## config.mk

```make
export PLATFORM = sky130hd
export DESIGN_NAME = seg7_scan_flat
export DESIGN_NICKNAME = d
export VERILOG_FILES = /design/src/rtl/seg7_scan_if.sv /design/src/rtl/seg7_scan.sv /design/src/flat_wrapper.sv
export SDC_FILE = /design/constraint.sdc
export NUM_CORES = 1
export LEC_CHECK = 0
export ABC_AREA = 1
export BUFFER_PORTS_ARGS = -buffer_cell sky130_fd_sc_hd__buf_2
export CORE_ASPECT_RATIO = 1.4
export CORE_MARGIN = 5
export CORE_UTILIZATION = 62
export CTS_CLUSTER_DIAMETER = 50
export DETAILED_ROUTE_END_ITERATION = 6
export PLACE_DENSITY = 0.93
export SLEW_MARGIN = 20
export SYNTH_ARGS = -nofsm -noshare
export SYNTH_HDL_FRONTEND = slang
export SYNTH_SLANG_ARGS = --single-unit
```

## constraint.sdc

```tcl
create_clock -name clk -period 2.9 [get_ports clk]
set_input_delay 0 -clock clk [delete_from_list [all_inputs] [get_ports clk]]
set_output_delay 0 -clock clk [all_outputs]
set_load 0.005 [all_outputs]
```

## src/rtl/seg7_scan_if.sv

```systemverilog
// Core-to-display bundle: snapshot sources and freeze in, multiplexed anode/cathode drive out.
// Pure wiring with no flow control; the display side samples the core values when it chooses.
interface seg7_scan_if;
  logic [15:0] pc_value;
  logic [15:0] alu_value;
  logic        freeze;
  logic [7:0]  an;
  logic [6:0]  seg;
  logic        dp;
  logic        frame_tick;

  modport master (
    output pc_value, alu_value, freeze,
    input  an, seg, dp, frame_tick
  );

  modport slave (
    input  pc_value, alu_value, freeze,
    output an, seg, dp, frame_tick
  );
endinterface

```

## src/rtl/seg7_scan.sv

```systemverilog
// 8-digit hex scan driver (PC left, ALU right). Outputs are registered one cycle after the scan state.
// No backpressure: core values are sampled only at frame start, and freeze skips that frame's capture.
module seg7_scan #(
  parameter int DIV_CYCLES   = 100000,
  parameter int BLANK_CYCLES = 1000
) (
  input logic        clk,
  input logic        reset_n,
  seg7_scan_if.slave disp
);

  localparam int CW = $clog2(DIV_CYCLES);
  localparam logic [CW-1:0] CNT_LAST  = CW'(DIV_CYCLES - 1);
  localparam logic [CW-1:0] CNT_BLANK = CW'(BLANK_CYCLES);

  typedef enum logic {
    PH_BLANK,
    PH_ON
  } phase_t;

  logic [CW-1:0] cnt;
  logic [2:0]    digit;
  logic [15:0]   pc_snap;
  logic [15:0]   alu_snap;
  logic          capture;
  phase_t        phase;

  logic [15:0]   sel_word;
  logic [3:0]    nibble;
  logic [7:0]    an_d;
  logic [6:0]    seg_d;
  logic          dp_d;

  logic [7:0]    an_q;
  logic [6:0]    seg_q;
  logic          dp_q;
  logic          frame_tick_q;

  function automatic logic [6:0] hex_to_seg(input logic [3:0] v);
    logic [6:0] s;
    case (v)
      4'h0:    s = 7'h40;
      4'h1:    s = 7'h79;
      4'h2:    s = 7'h24;
      4'h3:    s = 7'h30;
      4'h4:    s = 7'h19;
      4'h5:    s = 7'h12;
      4'h6:    s = 7'h02;
      4'h7:    s = 7'h78;
      4'h8:    s = 7'h00;
      4'h9:    s = 7'h10;
      4'hA:    s = 7'h08;
      4'hB:    s = 7'h03;
      4'hC:    s = 7'h46;
      4'hD:    s = 7'h21;
      4'hE:    s = 7'h06;
      default: s = 7'h0E;
    endcase
    return s;
  endfunction

  // Slot timebase: cnt runs through one digit slot, digit advances on each wrap.
  always_ff @(posedge clk or negedge reset_n) begin
    if (!reset_n) begin
      cnt   <= '0;
      digit <= 3'd0;
    end else if (cnt == CNT_LAST) begin
      cnt   <= '0;
      digit <= digit + 3'd1;
    end else begin
      cnt   <= cnt + CW'(1);
    end
  end

  assign capture = (cnt == '0) && (digit == 3'd0) && !disp.freeze;

  always_ff @(posedge clk or negedge reset_n) begin
    if (!reset_n) begin
      pc_snap      <= 16'h0000;
      alu_snap     <= 16'h0000;
      frame_tick_q <= 1'b0;
    end else begin
      frame_tick_q <= capture;
      if (capture) begin
        pc_snap  <= disp.pc_value;
        alu_snap <= disp.alu_value;
      end
    end
  end

  // Leading part of each slot is dark so the previous digit's pattern cannot ghost onto the next anode.
  always_comb begin
    phase = (cnt < CNT_BLANK) ? PH_BLANK : PH_ON;
  end

  always_comb begin
    sel_word = digit[2] ? pc_snap : alu_snap;
    case (digit[1:0])
      2'd0:    nibble = sel_word[3:0];
      2'd1:    nibble = sel_word[7:4];
      2'd2:    nibble = sel_word[11:8];
      default: nibble = sel_word[15:12];
    endcase
  end

  always_comb begin
    an_d  = 8'hFF;
    seg_d = 7'h7F;
    dp_d  = 1'b1;
    if (phase == PH_ON) begin
      an_d        = 8'hFF;
      an_d[digit] = 1'b0;
      seg_d       = hex_to_seg(nibble);
      dp_d        = (digit != 3'd4);
    end
  end

  always_ff @(posedge clk or negedge reset_n) begin
    if (!reset_n) begin
      an_q  <= 8'hFF;
      seg_q <= 7'h7F;
      dp_q  <= 1'b1;
    end else begin
      an_q  <= an_d;
      seg_q <= seg_d;
      dp_q  <= dp_d;
    end
  end

  assign disp.an         = an_q;
  assign disp.seg        = seg_q;
  assign disp.dp         = dp_q;
  assign disp.frame_tick = frame_tick_q;

endmodule

```

## src/flat_wrapper.sv

```systemverilog
// flat-port wrapper written by rule: the top's interface ports become plain ports
module seg7_scan_flat 
#(
  parameter int DIV_CYCLES   = 100000,
  parameter int BLANK_CYCLES = 1000
)
  (clk, reset_n, disp_pc_value, disp_alu_value, disp_freeze, disp_an, disp_seg, disp_dp, disp_frame_tick);
  seg7_scan_if disp_i ();
  input logic clk;
  input logic reset_n;
  input wire logic [$bits(disp_i.pc_value)-1:0] disp_pc_value;
  input wire logic [$bits(disp_i.alu_value)-1:0] disp_alu_value;
  input wire logic [$bits(disp_i.freeze)-1:0] disp_freeze;
  output wire logic [$bits(disp_i.an)-1:0] disp_an;
  output wire logic [$bits(disp_i.seg)-1:0] disp_seg;
  output wire logic [$bits(disp_i.dp)-1:0] disp_dp;
  output wire logic [$bits(disp_i.frame_tick)-1:0] disp_frame_tick;
  assign disp_i.pc_value = disp_pc_value;
  assign disp_i.alu_value = disp_alu_value;
  assign disp_i.freeze = disp_freeze;
  assign disp_an = disp_i.an;
  assign disp_seg = disp_i.seg;
  assign disp_dp = disp_i.dp;
  assign disp_frame_tick = disp_i.frame_tick;
  seg7_scan #(.DIV_CYCLES(DIV_CYCLES), .BLANK_CYCLES(BLANK_CYCLES)) u_core (.clk(clk), .reset_n(reset_n), .disp(disp_i));
endmodule
```

==> flow_summary.yaml <==
drt:
  avgRoutedWirePerCell_um: 15.5
  num_vias: 3318
  vias_per_cell: 5.48
  drc: 0
  dr.pass1.iters: 6
  routed_wirelength_um: 9360
  drt_iter0_drc: 379
  ant_nets: 0
logic_synthesis:
  synth_adder_area_share: 0.0441
  synthArstFlopShare: 1.00
  synth_cells: 441
  synth_edf_count: 0
  synth.area.top_cells: "dfrtp_1, nand2_1, dfstp_2"
  synth.top_cell.area_share: 0.360
  synth.avg_cell_area_um2: 8.36
  yosysTopAreaCell: "dfrtp_1"
  syn_nets: 489
  synth_xor_area_frac: 0.00951
  synth_cell_type_count: 38
  yosys.area_share.simple: 0.339
  synth_top_family_by_area: "simple AND/OR/NAND/NOR gates"
  ys_ff_latch: 69
  synth_compound_area_frac: 0.0509
  synth_area_um2: 3680
  synth_mux_area_frac: 0
  synth_warnings: 0
  ys_seq_area_frac: 0.474
  synth_ff_type: "dfrtp_1"
setup_path:
  r2r_cells: 13
  crit_top_cell: "nand2_1"
  path_cells: "inv_1, ha_1, nand2_4, inv_1, nand2_1, nand3_1, o21bai_2, inv_1, ha_1, nand2_1, o21ai_0, nand2_1, nand2_1"
  cp_slowest_stage_delay_ps: 440
  crit_start: "u_core.digit[0]"
  cp_data_required_time_ps: 3180
  crit_fanout: 6
  crit_type: "reg -> reg"
  timing.rr.start: "u_core.digit[0]"
  crit_arrival_ps: 2560
  critPathLaunchType: "flop"
  crit_slowest_cell: "dfrtp_1"
  end_kind: "flop"
clock_tree:
  cts_htree_levels: 3
  holdBufCountCts: 33
  clk_latency_ps: 350
  clk_pin_slew_worst_paths_ps: 70
  cts_setup_buffers: 0
  cts_resized: 0
  cts-root-buf: "clkbuf_8"
  cts_tree: "done"
  numCtsBuffers: 9
  clkSinkCount: 69
  clock_path_buffers: 2
layout:
  final_common_cell: "nand2_1"
  final_cell_mix: "nand2_1, dfrtp_1, buf_2"
  diodes: 0
  fin_cells: 605
  areaGrowthSynthToFinish_pct: 21.5
  layout-drive-gt1-share: 0.265
  nNetsFinal: 579
timing:
  rsz0062_at_grt: "false"
  holdWs_ps: 47.1
  finalHoldViolCount: 0
  fin_crit_ps: 2290
  period_share: 0.788
  max_freq_ghz: 0.438
  worstMarginPinSlew_ps: 712
  slew_violations: 0
  setup_viol: 0
  fin_setup_tns_ps: 0
  slew_headroom: 0.526
  skew_ps: 9.05
grt:
  grt_overflow: 0
  grt_usage: 0.277
  grt_pass1_vias: 3489
  grt_pass1_wl_um: 16000
  grt_max_degree: 60
  antenna_found_initial: 0
placed_design:
  dp.cells: 557
  gp_congestion: 0.954
  dpl.hpwl_um: 5900
  port_buffers: 51
power_and_ir_drop:
  p_per_area_nw_per_um2: 432
  leakage_nw: 2.31
  irDropWorstVdd_v: 0.000371
worst_hold_path:
  min_path_type: "in -> async"
run_status:
  status: "finished, final reports clean"
floorplan:
  io_pins: 52
  rows: 33
  coreArea_um2: 5820
  die_x_um: 75.2
  initial_utilization: 0.633
  die_height_um: 101
  die_area_um2: 7610
flow_run:
  maxCapViolCount: 0
## worst max-delay path: cells and delay by family (launching register included)
kind	cells	cell delay (ps)
AOI/OAI and AO/OA	2	390
buffers and inverters	3	360
and+or+nand+nor	6	480
DFF	1	440
adders and majority gates	2	540
## sequential cells by signal (all words and copies together) (netlist names)
name	count
u_core.disp.dp	1
u_core.cnt	17
u_core.digit	3
u_core.pc_snap	16
u_core.alu_snap	16
u_core.disp.seg	7
u_core.disp.an	8
u_core.disp.frame_tick	1
## stage by stage
| step | setup WS [ps] | total power, mW | cell area, µm² | utilization |
|---|---|---|---|---|
| 2_1_floorplan | 922 | 1.06 | 3680 | - |
| 3_3_place_gp | 784 | 1.12 | 3950 | 0.679 |
| 3_5_place_dp | 649 | 1.13 | 3950 | 0.679 |
| 4_1_cts | 628 | 1.93 | 4480 | 0.769 |
| 5_1_grt | 408 | 2.00 | 4480 | 0.769 |
| 6_report | 615 | 1.93 | 4480 | 0.769 |
## final cells by class
type / count / area (µm²)
Tap cell: 70 / 87.6
Clock buffer: 14 / 163
Clock inverter: 1 / 30.0
Multi-Input combinational cell: 310 / 1630
Sequential cell: 69 / 1750
Timing Repair Buffer: 87 / 608
Inverter: 54 / 206
Fill cell: 370 / 1350
## cells in the mapped netlist, types with 2 or more instances
master,count
a21oi_1,8
a31oi_1,2
buf_12,3
buf_2,3
buf_6,2
dfrtp_1,53
dfstp_2,16
ha_1,13
inv_1,45
inv_2,7
nand2_1,146
nand2_2,32
nand2_4,2
nand3_1,25
nand3_2,3
nand4_1,9
nor2_1,24
nor2_4,2
nor3_1,6
nor4_1,2
o211ai_1,5
o21ai_0,10
o21bai_2,2
or2_2,4
xor2_1,4
## path summary, 6_finish.rpt
kind                                 endpoint  slack [ps]
min in group clk           u_core.alu_snap[3]         330
min                             u_core.cnt[2]          50
max reg2reg                u_core.disp.seg[5]         610
max                        u_core.disp.seg[5]         610
max in group asynchronous      u_core.cnt[16]        1860
min reg2reg                u_core.alu_snap[9]         490
## per-layer routing
metal  vias to the layer above  track usage  part of all wire  wire length, µm
met1                      1556        0.318              0.36             3400
met2                       155        0.479              0.53             4970
li1                       1561            -                 -                -
met3                        46       0.0447             0.059              554
met4                         0        0.159             0.047              436
met5                         -            0                 0                0
## report_power, final
| part | internal, mW | switching (mW) | total [mW] |
|---|---|---|---|
| clock | 0.441 | 0.342 | 0.783 |
| combinational | 0.0700 | 0.0780 | 0.148 |
| sequential | 0.986 | 0.0160 | 1.00 |
## kinds of logic after synthesis
family / after synthesis
DFF: 69
buffers and inverters: 62
and+or+nand+nor: 263
xor gates and xnor gates: 4
adders and majority gates: 13
AOI/OAI and AO/OA: 30
(Power assumes the default switching activity.)
